===== src/rtl/prog_loader.sv =====
// Boot-time program loader: accepts a framed instruction stream (length, N words, XOR checksum),
// writes it into program memory and releases the CPU only after the checksum verifies.
module prog_loader #(
  parameter int DATA_SIZE = 6,
  parameter int ADDR_SIZE = 5,
  parameter int TIMEOUT   = 255
) (
  input  logic                 clk,
  input  logic                 rstn,
  input  logic                 start,
  input  logic [DATA_SIZE-1:0] in_data,
  input  logic                 in_valid,
  output logic                 in_ready,
  output logic                 mem_we,
  output logic [ADDR_SIZE-1:0] mem_addr,
  output logic [DATA_SIZE-1:0] mem_wdata,
  output logic                 cpu_run,
  output logic                 busy,
  output logic                 done,
  output logic                 err,
  output logic [ADDR_SIZE:0]   words_loaded
);

  localparam int TW = $clog2(TIMEOUT + 1);

  typedef enum logic [2:0] {S_IDLE, S_LEN, S_DATA, S_CHECK, S_RUN, S_ERROR} state_t;

  state_t               state_q;
  logic [ADDR_SIZE-1:0] len_q;
  logic [ADDR_SIZE-1:0] addr_q;
  logic [ADDR_SIZE-1:0] mem_addr_q;
  logic [DATA_SIZE-1:0] csum_q;
  logic [DATA_SIZE-1:0] mem_wdata_q;
  logic [TW-1:0]        tmo_q;
  logic [ADDR_SIZE:0]   wl_q;
  logic                 mem_we_q;
  logic                 cpu_run_q;
  logic                 done_q;
  logic                 err_q;
  logic                 xfer;
  logic                 tmo_hit;

  assign in_ready     = (state_q == S_LEN) || (state_q == S_DATA) || (state_q == S_CHECK);
  assign busy         = in_ready;
  assign xfer         = in_valid & in_ready;
  // The cycle that would bring the idle count up to TIMEOUT is the one that fails.
  assign tmo_hit      = (tmo_q == TW'(TIMEOUT - 1));

  assign mem_we       = mem_we_q;
  assign mem_addr     = mem_addr_q;
  assign mem_wdata    = mem_wdata_q;
  assign cpu_run      = cpu_run_q;
  assign done         = done_q;
  assign err          = err_q;
  assign words_loaded = wl_q;

  always_ff @(posedge clk or negedge rstn) begin
    if (!rstn) begin
      state_q     <= S_IDLE;
      len_q       <= '0;
      addr_q      <= '0;
      mem_addr_q  <= '0;
      csum_q      <= '0;
      mem_wdata_q <= '0;
      tmo_q       <= '0;
      wl_q        <= '0;
      mem_we_q    <= 1'b0;
      cpu_run_q   <= 1'b0;
      done_q      <= 1'b0;
      err_q       <= 1'b0;
    end else begin
      mem_we_q <= 1'b0;

      // Idle watchdog while the stream is open; a transfer always beats the limit.
      if (in_ready) begin
        if (xfer) begin
          tmo_q <= '0;
        end else if (tmo_hit) begin
          state_q <= S_ERROR;
          err_q   <= 1'b1;
          done_q  <= 1'b0;
          tmo_q   <= '0;
        end else begin
          tmo_q <= tmo_q + TW'(1);
        end
      end

      case (state_q)
        S_IDLE, S_RUN, S_ERROR: begin
          if (start) begin
            state_q   <= S_LEN;
            tmo_q     <= '0;
            cpu_run_q <= 1'b0;
            done_q    <= 1'b0;
            err_q     <= 1'b0;
          end
        end
        S_LEN: begin
          if (xfer) begin
            len_q   <= in_data[ADDR_SIZE-1:0];
            addr_q  <= '0;
            csum_q  <= '0;
            wl_q    <= '0;
            state_q <= S_DATA;
          end
        end
        S_DATA: begin
          if (xfer) begin
            mem_we_q    <= 1'b1;
            mem_addr_q  <= addr_q;
            mem_wdata_q <= in_data;
            csum_q      <= csum_q ^ in_data;
            wl_q        <= wl_q + (ADDR_SIZE + 1)'(1);
            addr_q      <= addr_q + ADDR_SIZE'(1);
            if (addr_q == len_q) begin
              state_q <= S_CHECK;
            end
          end
        end
        S_CHECK: begin
          if (xfer) begin
            if (in_data == csum_q) begin
              state_q   <= S_RUN;
              cpu_run_q <= 1'b1;
              done_q    <= 1'b1;
              err_q     <= 1'b0;
            end else begin
              state_q <= S_ERROR;
              done_q  <= 1'b0;
              err_q   <= 1'b1;
            end
          end
        end
        default: state_q <= S_IDLE;
      endcase
    end
  end

endmodule


===== config.mk =====
export PLATFORM = sky130hd
export DESIGN_NAME = prog_loader
export DESIGN_NICKNAME = d
export VERILOG_FILES = /design/src/rtl/prog_loader.sv
export SDC_FILE = /design/constraint.sdc
export NUM_CORES = 1
export LEC_CHECK = 0
export CELL_PAD_IN_SITES_DETAIL_PLACEMENT = 0
export CELL_PAD_IN_SITES_GLOBAL_PLACEMENT = 2
export CORE_ASPECT_RATIO = 0.8
export CORE_MARGIN = 4
export CORE_UTILIZATION = 37
export DETAILED_ROUTE_END_ITERATION = 7
export GPL_ROUTABILITY_DRIVEN = 0
export PLACE_DENSITY = 0.92
export SYNTH_ARGS = -nofsm -noshare
export SYNTH_HDL_FRONTEND = slang
export SYNTH_SLANG_ARGS = --single-unit
export TNS_END_PERCENT = 10

===== constraint.sdc =====
create_clock -name clk -period 4.7 [get_ports clk]
set_clock_uncertainty 0.1 [all_clocks]
set_input_delay 0.705 -clock clk [delete_from_list [all_inputs] [get_ports clk]]
set_output_delay 0.705 -clock clk [all_outputs]
set_load 0.01 [all_outputs]

==> qor.yml, run 1 <==
cpMaxStageDelayCell: "sky130_fd_sc_hd__dfrtp_1"
gr-usage-all-layers_pct: 13.38
power.internal_mw: 0.9622
crit_arrival_ps: 2000
globalRouteMet2Util_pct: 19.63
drt_pre_antenna_iters: 6
diodes: 0
timing.rr.start: "state_q[1]$_DFF_PN0_"
yosysMostFrequentCell: "sky130_fd_sc_hd__dfrtp_1"
power_frac_comb_pct: 41.1
worstSetupPathType: "flip-flop to primary output"
period_share_pct: 59.60
netlist-cell-type-count: 46
required_time_at_the_endpoint_of_the_critical_path_ps: 3890
worstMarginPinSlew_ps: 609.1
crit_end: "in_ready"
die_width_um: 96.77
multi_input_combinational_cell_area_um2: 1050
clk_pin_slew_worst_paths_ps: 100
area_taken_by_flip_flops_and_latches_um2: 1201
postRouteAntennaNets: 0
routed-via-count: 1754
muxShareOfSynthArea_pct: 2.843
number_of_global_route_vias_before_repair: 1691
p_leak_nw: 1.251
power.total_mw: 1.568
postSynthNetCount: 251
synth-edff-count: 0
syn-instance-count: 237
power.share.clock_pct: 16.6
synthSimpleGateAreaFrac_pct: 20.49
grt_pass1_wl_um: 8342
pwr_dens_nw_per_um2: 557.1
worst_skew_pair.late_latency_ps: 300
route.detailed.vias_per_inst: 4.983
synth_compound_area_share_pct: 9.764
ios: 33
ys_async_sr_fraction_pct: 100.0
met3_global_route_usage_pct: 3.424
slew_viol_final: 0
critPathLaunchType: "flip-flop"
hpwl_um: 3401
synth-warning-count: 0
grt_max_degree: 49
xor_xnor_share_of_the_synthesized_area_pct: 9.764
critical_path_cell_count: 3
placeableCoreArea_um2: 6006
dominantRegCellSynth: "sky130_fd_sc_hd__dfrtp_1"
groute.layer.met1.usage_pct: 19.69
r2r.worst_path.cells: 6
longest_individual_stage_delay_on_the_worst_path_ps: 520
grt-busiest-layer: "met1"
netSwitchingPower_mw: 0.6062
cts_buffers: 5
report.final.setup_viol: 0
drt-total-wl_um: 4705
setup_repair_after_global_routing_missed_its_margin: "false"
cts-htree-levels: 2
post_drt_wl_per_cell_um: 13.37
max_freq_ghz: 0.3570
cts_num_sinks: 48
layout-drive-gt1-share_pct: 8.856
initial_core_util_pct: 38.83
die-height_um: 79.01
cts_resized: 0
finish.net_count: 284
design_area_um2: 2815
drcViolationCount: 0
cap_violations: 0
yosys.area_share.adder_pct: 2.146
grt-ovfl-total: 0
final_period_minus_worst_setup_slack_ps: 2801
synth_top_cell_by_area: "sky130_fd_sc_hd__dfrtp_1"
fp-row-count: 25
hold_viol_final: 0
clk_root_buffer_cell: "sky130_fd_sc_hd__clkbuf_8"
timing.slew.headroom_pct: 59.39
num-fill-cells: 605
power.switching_fraction_pct: 38.65
placed_standard_cell_area_um2: 2718
timing.critical_path.buf_inv: 2
crit_path_start: "state_q[1]$_DFF_PN0_"
first_iter_violations: 108
critical_path.max_fanout: 11
largest_delay_share_family_worst_path: "buffers and inverters"
avgSynthCellArea_um2: 9.841
worst_setup_path_end_kind: "primary output"
dominant_combinational_cell_family_by_area_after_synthesis: "simple AND/OR/NAND/NOR gates"
hp-class: "flip-flop to flip-flop"
synth.top_cells.by_count: "sky130_fd_sc_hd__dfrtp_1 (48), sky130_fd_sc_hd__nand2_1 (45), sky130_fd_sc_hd__nor2_1 (22)"
cts_tree: "built"
layout-area-overhead-vs-synth_pct: 20.71
timing.reg2reg.setup_slack_ps: 2530
buffer_ports.inserted: 32
syn_area_um2: 2332
setup-tns-final_ps: 0
ctsLongestPathBuffers: 2
cts_hold_buffers: 0
postSynthRegisterBits: 48
timing.critical_path.cells: "o21bai_1 > inv_2 > clkdlybuf4s50_1"
vdd_ir_drop_max_mv: 0.2415
synth.top_cell.area_share_pct: 51.50
synth_seq_area_share_pct: 51.50
die_area_um2: 7645
cts_setup_buffers: 0
outcome: "completed"
worstReg2RegEnd: "addr_q[3]$_DFFE_PN0P_"
post_synth_main_area_contributors: "sky130_fd_sc_hd__dfrtp_1 (52%), sky130_fd_sc_hd__nand2_1 (7.2%), sky130_fd_sc_hd__xnor2_1 (4.9%)"
grt_antenna_before_repair: 0
pwr-share-seq_pct: 42.4
[power by group through the flow]
stage	combinational, mW	clock (mW)	sequential, mW
after floorplan	0.439	0	0.654
after global placement	0.643	0	0.671
after detailed placement	0.651	0	0.674
after CTS	0.656	0.267	0.666
after global routing	0.730	0.287	0.689
final	0.644	0.260	0.665
[cells in the final DEF (no fill, tap or decap), drive strengths merged, types with 3 or more instances in the layout]
cell type,instances
clkbuf,6
nor4,5
buf,3
nand3,5
nand2,45
ha,4
nor2,23
nand4,7
nor3,6
dfrtp,48
clkdlybuf4s50,31
xnor2,13
inv,8
o21ai,16
mux2,5
xor2,13
[worst min-delay path, cell delays in order (launching register included)]
cell	delay, ps
sky130_fd_sc_hd__dfrtp_1	350
sky130_fd_sc_hd__nand2_1	50
sky130_fd_sc_hd__nand2_1	60
[cell families (layout without fill, tap and decap cells)]
| kind of cell | count (synthesis) | in the layout |
|---|---|---|
| buffers and inverters | 16 | 50 |
| muxes | 6 | 6 |
| AOI/OAI and AO/OA | 35 | 35 |
| adders and majority gates | 4 | 4 |
| and+or+nand+nor | 102 | 102 |
| xor gates and xnor gates | 26 | 26 |
| DFF | 48 | 48 |
[registers in the layout (all words and copies together) (netlist names), 3 cells and up]
register      cells
addr_q            5
words_loaded      6
tmo_q             8
mem_addr          5
mem_wdata         6
csum_q            6
len_q             5
state_q           3
[metal layers]
layer	up-vias	share of wire [%]	wire length, µm
met2	36	42	1963
met3	4	4.6	216
li1	876	-	-
met5	-	0	0
met4	0	0.85	40
met1	838	53	2484
[worst min path at each step]
| stage | cells past startpoint | slack [ps] | from | endpoint |
|---|---|---|---|---|
| finish | 2 | 380 | mem_wdata[3]$_DFFE_PN0P_ | mem_wdata[3]$_DFFE_PN0P_ |
| global placement | 2 | 360 | mem_addr[2]$_DFFE_PN0P_ | mem_addr[2]$_DFFE_PN0P_ |
| floorplan | 0 | 310 | rstn | addr_q[0]$_DFFE_PN0P_ |
| detailed placement | 2 | 370 | mem_addr[1]$_DFFE_PN0P_ | mem_addr[1]$_DFFE_PN0P_ |
| global route | 2 | 410 | mem_addr[2]$_DFFE_PN0P_ | mem_addr[2]$_DFFE_PN0P_ |
| CTS | 2 | 390 | mem_addr[1]$_DFFE_PN0P_ | mem_addr[1]$_DFFE_PN0P_ |
[per-stage QoR]
step / hold WS [ps] / setup WS, ps / cells / util [%]
after global routing: 405.2 / 1768 / 352 / 46.88
after global placement: 363.3 / 2220 / 344 / 45.25
final: 384.9 / 1899 / 352 / 46.88
after floorplan: 309.4 / 2721 / 237 / -
after detailed placement: 365.9 / 2220 / 344 / 45.25
after CTS: 388.4 / 1895 / 352 / 46.88
[layout make-up]
| type | instances | area share [%] |
|---|---|---|
| flip-flops and latches | 48 | 42.67 |
| multi-input cells | 173 | 37.29 |
| repair buffers | 34 | 11.73 |
| well taps | 81 | 3.600 |
| clock buffers | 6 | 2.933 |
| inverters | 8 | 1.244 |
| clock inverters | 2 | 0.5333 |
Power figures use the tool's default switching activity.
==> inputs of run 2 (changes only) <==
CORE_UTILIZATION = 34   (was 37)
PLACE_DENSITY = 0.86   (was 0.92)
clock period = 2.7 ns   (was 4.7 ns; I/O delays follow)
==> run 2 against run 1 <==
Compared with the run above: worst setup slack worse by 1700 ps; non-clock buffer count stayed put; sequential share of layout area hardly changed; via count is 1.6% lower; cell area hardly changed; die area is 8.0% higher; critical path type unchanged; largest cell class unchanged; largest power group unchanged.
==> qor.yml, run 2 (synthesis gave the netlist of run 1 again) <==
clk_root_buffer_cell: "sky130_fd_sc_hd__clkbuf_8"
final_period_minus_worst_setup_slack_ps: 2472
worst_setup_path_end_kind: "primary output"
die_area_um2: 8257
longest_individual_stage_delay_on_the_worst_path_ps: 520
report.final.setup_viol: 0
period_share_pct: 91.56
critical_path.max_fanout: 11
die-height_um: 82.08
diodes: 0
grt_max_degree: 49
die_width_um: 100.6
cpMaxStageDelayCell: "sky130_fd_sc_hd__clkdlybuf4s50_1"
drt_pre_antenna_iters: 4
hold_viol_final: 0
route.detailed.vias_per_inst: 4.862
timing.reg2reg.setup_slack_ps: 560
number_of_global_route_vias_before_repair: 1750
cts_buffers: 5
setup_repair_after_global_routing_missed_its_margin: "false"
worst_skew_pair.late_latency_ps: 310
layout.cells.most_common: "sky130_fd_sc_hd__dfrtp_1"
fp-row-count: 26
cap_violations: 0
placeableCoreArea_um2: 6539
grt_pass1_wl_um: 8707
initial_core_util_pct: 35.67
worstReg2RegEnd: "addr_q[3]$_DFFE_PN0P_"
drcViolationCount: 0
postRouteAntennaNets: 0
mostFrequentLayoutCells: "sky130_fd_sc_hd__dfrtp_1 (48), sky130_fd_sc_hd__nand2_1 (45), sky130_fd_sc_hd__clkdlybuf4s50_1 (31), sky130_fd_sc_hd__nor2_1 (22), sky130_fd_sc_hd__o21ai_0 (14)"
cts_setup_buffers: 0
routed-via-count: 1726
cts_resized: 0
ios: 33
grt-ovfl-total: 0
hpwl_um: 3446
layout-area-overhead-vs-synth_pct: 20.65
worstSetupPathType: "flip-flop to primary output"
layout-drive-gt1-share_pct: 8.856
timing.rr.start: "state_q[1]$_DFF_PN0_"
cts_num_sinks: 48
timing.critical_path.buf_inv: 2
cts_hold_buffers: 0
max_freq_ghz: 0.4045
hp-class: "input pin to asynchronous set/reset pin"
required_time_at_the_endpoint_of_the_critical_path_ps: 2190
gr-usage-all-layers_pct: 13.70
crit_arrival_ps: 1970
p_leak_nw: 1.248
setup-tns-final_ps: 0
worstMarginPinSlew_ps: 623.5
finish.net_count: 284
clk_pin_slew_worst_paths_ps: 90
drt-total-wl_um: 4990
largest_register_ffs: 8
timing.critical_path.cells: "o21bai_1 > inv_2 > clkdlybuf4s50_1"
critPathLaunchType: "flip-flop"
first_iter_violations: 92
ctsLongestPathBuffers: 2
pwr_dens_nw_per_um2: 971.7
slew_viol_final: 0
r2r.worst_path.cells: 6
post_drt_wl_per_cell_um: 14.06
cts-htree-levels: 2
buffer_ports.inserted: 32
outcome: "completed"
top_register: "tmo_q"
timing.slew.headroom_pct: 58.16
final_core_util_pct: 43.03
vdd_ir_drop_max_mv: 0.3711
cts_tree: "built"
grt_antenna_before_repair: 0
largest_delay_share_family_worst_path: "buffers and inverters"
run 2: changes by cell type in the layout (fill, tap and decap cells not counted):
cell	previous run	this run
sky130_fd_sc_hd__clkbuf_8	6	5
sky130_fd_sc_hd__clkinv_4	0	1
run 2: worst max path at each step:
| stage | to | depth (start not counted) | from | slack (ps) |
|---|---|---|---|---|
| 2_1_floorplan | addr_q[3]$_DFFE_PN0P_ | 7 | state_q[2]$_DFF_PN0_ | 930 |
| 3_3_place_gp | in_ready | 3 | state_q[0]$_DFF_PN0_ | 510 |
| 3_5_place_dp | addr_q[3]$_DFFE_PN0P_ | 7 | in_valid | 470 |
| 4_1_cts | in_ready | 3 | state_q[1]$_DFF_PN0_ | 220 |
| 5_1_grt | in_ready | 3 | state_q[1]$_DFF_PN0_ | 20 |
| 6_report | in_ready | 3 | state_q[0]$_DFF_PN0_ | 230 |
run 2: worst reg2reg max path, stage by stage, from the launching register on:
cell	delay, ps
sky130_fd_sc_hd__dfrtp_1	560
sky130_fd_sc_hd__or3b_1	530
sky130_fd_sc_hd__or2_4	370
sky130_fd_sc_hd__inv_6	150
sky130_fd_sc_hd__nand4_2	120
sky130_fd_sc_hd__xor2_1	170
sky130_fd_sc_hd__nor2_2	50
run 2: final cells by class:
type | count | area [µm²]
fill | 645 | 3725
inverter | 8 | 35.03
timing repair buffer | 34 | 330.3
tap | 84 | 105.1
multi-input combinational | 173 | 1050
sequential | 48 | 1201
clock buffer | 5 | 68.82
clock inverter | 3 | 23.77
run 2: through the flow:
step / cells / total power, mW / setup WS (ps) / hold WS (ps) / instance area [µm²]
final: 355 / 2.734 / 228.0 / 82.32 / 2814
after global routing: 355 / 2.985 / 15.73 / 131.5 / 2814
after CTS: 355 / 2.760 / 218.3 / 109.6 / 2814
after detailed placement: 347 / 2.304 / 473.6 / 366.2 / 2721
after global placement: 347 / 2.303 / 506.2 / 364.9 / 2721
after floorplan: 237 / 1.903 / 930.2 / 9.409 / 2332
run 2: report_power, final:
| part | total [mW] | internal (mW) | switching (mW) |
|---|---|---|---|
| Combinational | 1.13 | 0.530 | 0.599 |
| Sequential | 1.16 | 0.939 | 0.218 |
| Clock | 0.448 | 0.184 | 0.264 |
| Total | 2.73 | 1.65 | 1.08 |
run 2: routing by layer:
metal  part of all wire, %  GRT usage, %  up-vias
met5                     0             0        -
met4                   1.4         4.172        0
met3                   4.6         4.075        6
met2                    42         20.04       34
met1                    52         19.47      814
li1                      -             -      872
